<file path="src/rtl/gate_pipe_unit.sv">
// Pipelined bitwise gate unit: per-beat opcode selects one of 15 gate functions or a
// running XOR accumulator; results travel through STAGES registers behind valid/ready.
module gate_bit (
  input  logic [3:0] op,
  input  logic       a,
  input  logic       b,
  input  logic       c,
  input  logic       d,
  input  logic       acc,
  output logic       y
);
  always_comb begin
    y = 1'b0;
    case (op)
      4'h0: y = ~a;
      4'h1: y = a & b;
      4'h2: y = ~(a & b);
      4'h3: y = a & ~b;
      4'h4: y = a | b;
      4'h5: y = ~(a | b);
      4'h6: y = a | ~b;
      4'h7: y = a ^ b;
      4'h8: y = ~(a ^ b);
      4'h9: y = ~((a & b) | c);
      4'hA: y = ~((a | b) & c);
      4'hB: y = ~((a & b) | (c & d));
      4'hC: y = ~((a | b) & (c | d));
      4'hD: y = c ? b : a;
      4'hE: y = ~(c ? b : a);
      4'hF: y = acc ^ a;
    endcase
  end
endmodule

module gate_pipe_unit #(
  parameter int WIDTH  = 8,
  parameter int STAGES = 2
) (
  input  logic             clk,
  input  logic             rst_n,
  input  logic             in_valid,
  output logic             in_ready,
  input  logic [3:0]       in_op,
  input  logic             in_last,
  input  logic [WIDTH-1:0] in_a,
  input  logic [WIDTH-1:0] in_b,
  input  logic [WIDTH-1:0] in_c,
  input  logic [WIDTH-1:0] in_d,
  output logic             out_valid,
  input  logic             out_ready,
  output logic [WIDTH-1:0] out_data,
  output logic             out_last
);
  typedef struct packed {
    logic             last;
    logic [WIDTH-1:0] data;
  } beat_t;

  logic              advance;
  logic [WIDTH-1:0]  acc;
  logic [WIDTH-1:0]  res;
  logic [STAGES:1]   vld_pipe;
  beat_t [STAGES:1]  beat_pipe;

  assign advance  = ~out_valid | out_ready;
  assign in_ready = advance;

  for (genvar i = 0; i < WIDTH; i++) begin : g_bit
    gate_bit u_bit (
      .op  (in_op),
      .a   (in_a[i]),
      .b   (in_b[i]),
      .c   (in_c[i]),
      .d   (in_d[i]),
      .acc (acc[i]),
      .y   (res[i])
    );
  end

  // Whole pipe moves in lockstep; bubbles stay in place rather than collapsing.
  always_ff @(posedge clk or negedge rst_n) begin
    if (!rst_n) begin
      vld_pipe  <= '0;
      beat_pipe <= '0;
    end else if (advance) begin
      vld_pipe[1]  <= in_valid;
      beat_pipe[1] <= '{last: in_last, data: res};
      for (int k = 2; k <= STAGES; k++) begin
        vld_pipe[k]  <= vld_pipe[k-1];
        beat_pipe[k] <= beat_pipe[k-1];
      end
    end
  end

  // Accumulator only reacts to accepted ACC beats; last clears it after its use.
  always_ff @(posedge clk or negedge rst_n) begin
    if (!rst_n)
      acc <= '0;
    else if (in_valid && in_ready && in_op == 4'hF)
      acc <= in_last ? '0 : (acc ^ in_a);
  end

  assign out_valid = vld_pipe[STAGES];
  assign out_data  = beat_pipe[STAGES].data;
  assign out_last  = beat_pipe[STAGES].last;
endmodule

</file>
<file path="config.mk">
export PLATFORM = sky130hd
export DESIGN_NAME = gate_pipe_unit
export DESIGN_NICKNAME = d
export VERILOG_FILES = /design/src/rtl/gate_pipe_unit.sv
export SDC_FILE = /design/constraint.sdc
export NUM_CORES = 1
export LEC_CHECK = 0
export CELL_PAD_IN_SITES_DETAIL_PLACEMENT = 0
export CELL_PAD_IN_SITES_GLOBAL_PLACEMENT = 2
export CORE_ASPECT_RATIO = 1.1
export CORE_MARGIN = 3
export CORE_UTILIZATION = 28
export CTS_CLUSTER_DIAMETER = 80
export DETAILED_ROUTE_END_ITERATION = 8
export MAX_ROUTING_LAYER = met4
export PLACE_DENSITY_LB_ADDON = 0.1
export SLEW_MARGIN = 20
export SYNTH_ARGS = -nofsm -noshare
export SYNTH_HDL_FRONTEND = slang
export SYNTH_SLANG_ARGS = --single-unit
</file>
<file path="constraint.sdc">
create_clock -name clk -period 1.49 [get_ports clk]
set_input_delay 0.298 -clock clk [delete_from_list [all_inputs] [get_ports clk]]
set_output_delay 0.298 -clock clk [all_outputs]
set_load 0.01 [all_outputs]
</file>
==> metrics.md <==
| Metric | Value |
|---|---|
| Status | complete, but fails checks |
| Violated checks | setup timing |
| CP Max Fanout | 2 |
| Post-CTS Hold Buffers | 0 |
| Share of layout cells above drive strength 1 | 42.3% |
| Vias in the first global route | 3,699 |
| Slew @ Worst Pin | 0.542 ns |
| Worst setup EP type | flip-flop |
| Total number of clock tree sinks | 28 |
| Synth area leaders | dfrtp_1 22%, ha_1 13%, nand2_1 6.6% |
| Top FF cell, synth | dfrtp_1 |
| Max-cap violation count | 0 |
| Max VDD drop | 0.458 mV |
| Post-synth top area share | 22.3% |
| Hpwl dp | 8730 um |
| Layout area overhead | 71.0% |
| Length of the first detailed-routing pass in iterations | 4 |
| Sequential cell area | 701 um2 |
| Final setup margin | -0.0419 ns |
| TNS Setup | -0.0419 ns |
| DRT iter0 DRCs | 203 |
| Post-synthesis instance total | 408 |
| Post-synth EDFFs | 0 |
| Post-route insts no fill | 698 |
| Via Count | 3,615 |
| Max Clock Skew | 0.00891 ns |
| Chip height | 117 um |
| Grt total ovfl | 0 |
| Critical Path RT | 1.66 ns |
| Post-DR vias/cell | 5.18 |
| Clock insertion delay at the later pin of the skew report | 0.28 ns |
| CTS tree | done |
| H-tree Lvls | 1 |
| DR DRC count | 0 |
| Area occupied by multi-input gates | 2610 um2 |
| Critical path's largest stage delay | 0.40 ns |
| Unrepaired setup endpoints after global routing | true |
| Post-Syn Area | 3140 um2 |
| Cell Rows | 39 |
| ANT nets after route | 0 |
| Starting density of the core | 29.4% |
| Final wirelength | 12,200 um |
| Crit path cell chain | xor2_1 -> a221oi_2 -> o211ai_1 -> or3_1 -> a22o_1 |
| Max layer used | met4 |
| Fmax | 653 MHz |
| Worst Hold Class | in -> async |
| Final net count | 629 |
| Clock transition at path regs | 0.08 ns |
| Mean post-synth cell area | 7.70 um2 |
| Post-Synth Adder-Cell Area | 12.7% |
| Routed wl met2 | 6170 um |
| GP Congestion | 0.851 |
| Area leader, netlist | dfrtp_1 |
| Ys Warns | 0 |
| Routed len/inst | 17.5 um |
| Hold Vio Cnt, Final | 0 |
| Critical path class | reg -> reg |
| Die footprint | 12,500 um2 |
| Fin. max-slew vios | 0 |
| Post-Place Cells | 674 |
| Largest family of logic cells by synthesized area | compound AO/OA/AOI/OAI gates |
| # port buffers | 51 |
| Synth Area in Simple Gates | 22.9% |
| Post-route minimum period | 1.53 ns |
| N_diodes | 0 |
| Leak | 2.49 nW |
| Crit path DAT | 1.70 ns |
| CTS Buf Count | 3 |
| Synth unique cells | 60 |
| XOR/XNOR share of the synthesized area | 2.23% |
| #FFs+latches synth | 28 |
| Register area share after synthesis | 22.3% |
| Fraction of registers with async set/reset | 100% |
| Gr usage total | 20.4% |
| Max Buffers Root-to-Sink | 2 |
| Fin crit share | 103% |
| # fillers | 1,040 |
| Setup-failing EPs final | 1 |
| First-pass GRT wire length | 19,400 um |
| Largest net degree at the start of global routing | 29 |
| Synth Area in Compound Gates | 25.5% |
| Clock root buffer | clkbuf_16 |
| Worst rel slew slack | 63.5% |
| Worst setup SP type | flip-flop |
| Synth Net Count | 481 |
| Initial antenna violation count | 0 |
| Mux contribution to synthesized area | 4.58% |
| IO Pins | 52 |
| DRT met1 WL | 5510 um |
| Met3 wire len | 327 um |
| Die W | 107 um |
| CP max-delay cell | dfrtp_1 |
| PwrDens | 614 nW/um2 |
| Core ar. | 10,700 um2 |
-- final timing paths --
| path | end | from | slack, ns | cells after the start |
|---|---|---|---|---|
| max | beat_pipe[2] | acc[2] | -0.04 | 5 |
| max reg2reg | beat_pipe[2] | acc[2] | -0.04 | 5 |
| max in group asynchronous | beat_pipe[3] | rst_n | 0.93 | 2 |
| min in group clk | acc[7] | in_a[7] | 0.42 | 4 |
| min reg2reg | vld_pipe[2] | vld_pipe[1] | 0.46 | 1 |
| min | beat_pipe[6] | rst_n | 0.39 | 2 |
-- timing repair --
| action | CTS | global route |
|---|---|---|
| gates cloned | 7 | 1 |
| gates resized for setup | 146 | 77 |
| buffers inserted | 12 | 4 |
| endpoints found under the setup margin | 18 | 23 |
| pin swaps | 44 | 35 |
-- flip-flops by register name, summed over array words and instances (netlist names) --
signal / flops
beat_pipe: 9
out_data: 8
vld_pipe: 2
acc: 8
out_last: 1
-- through the flow --
| stage | utilization (%) | power [W] | cell area, um2 | setup WS, ns | hold slack, ns |
|---|---|---|---|---|---|
| after floorplan | - | 0.00169 | 3200 | -0.0973 | 0.00241 |
| after global placement | 42.4 | 0.00235 | 4530 | -0.873 | 0.447 |
| after detailed placement | 42.4 | 0.00235 | 4530 | -0.838 | 0.450 |
| after CTS | 47.9 | 0.00324 | 5120 | -0.103 | 0.393 |
| after global routing | 50.3 | 0.00352 | 5370 | -0.0971 | 0.403 |
| final | 50.3 | 0.00330 | 5370 | -0.0419 | 0.388 |
-- cell usage after synthesis, drive strengths merged (6+ instances only) --
cell / number
nor2b: 6
a22o: 6
mux2i: 11
ha: 32
a21oi: 31
buf: 28
dfrtp: 28
o21ai: 37
nand2: 55
xor2: 8
a31oi: 10
nor3b: 6
inv: 24
nand2b: 7
nor2: 35
-- logic make-up after synthesis --
group                      count (synthesis)
AOI/OAI and AO/OA                        125
xor gates and xnor gates                   8
adders and majority gates                 32
buffers and inverters                     57
and+or+nand+nor                          144
DFF                                       28
muxes                                     14
-- worst max-delay path, delay by kind of cell (launching register included) --
kind / cells / cell delay (ns)
DFF: 1 / 0.40
and+or+nand+nor: 1 / 0.32
AOI/OAI and AO/OA: 3 / 0.54
xor gates and xnor gates: 1 / 0.16
-- cell type report --
cell class / instances / share of cell area, %
clock buffers: 4 / 1.65
inverters: 24 / 1.84
multi-input cells: 323 / 48.5
flip-flops and latches: 28 / 13.0
well taps: 143 / 3.33
repair buffers: 176 / 31.6
-- placed cells by master (no fill, tap or decap), types with 4 or more instances in the layout --
cell type,n
a21o_1,4
a21oi_1,24
nor2_1,31
a22o_1,5
mux2i_1,7
dlymetal6s2s_1,7
buf_4,90
a31oi_1,8
o21ai_1,16
a21oi_2,7
inv_2,14
buf_6,22
dlygate4sd2_1,13
o21ai_0,19
dfrtp_1,28
xor2_1,8
nand2b_1,6
nand2_1,55
buf_12,8
ha_4,9
buf_2,8
ha_1,19
clkdlybuf4s50_1,15
clkbuf_16,4
buf_16,5
inv_1,8
ha_2,4
-- power breakdown --
part / internal, W / leakage, nW / total (W) / switching, W
clock network: 0.000414 / 0.0442 / 0.000714 / 0.000301
logic: 0.000833 / 2.10 / 0.00156 / 0.000732
registers: 0.000912 / 0.347 / 0.00102 / 0.000110
-- routing by layer --
layer / vias up / GRT usage [%]
li1: 1755 / -
met1: 1780 / 25.6
met2: 68 / 35.9
met4: 0 / 4.43
met3: 12 / 1.87
met5: - / -
Power figures use the tool's default switching activity.
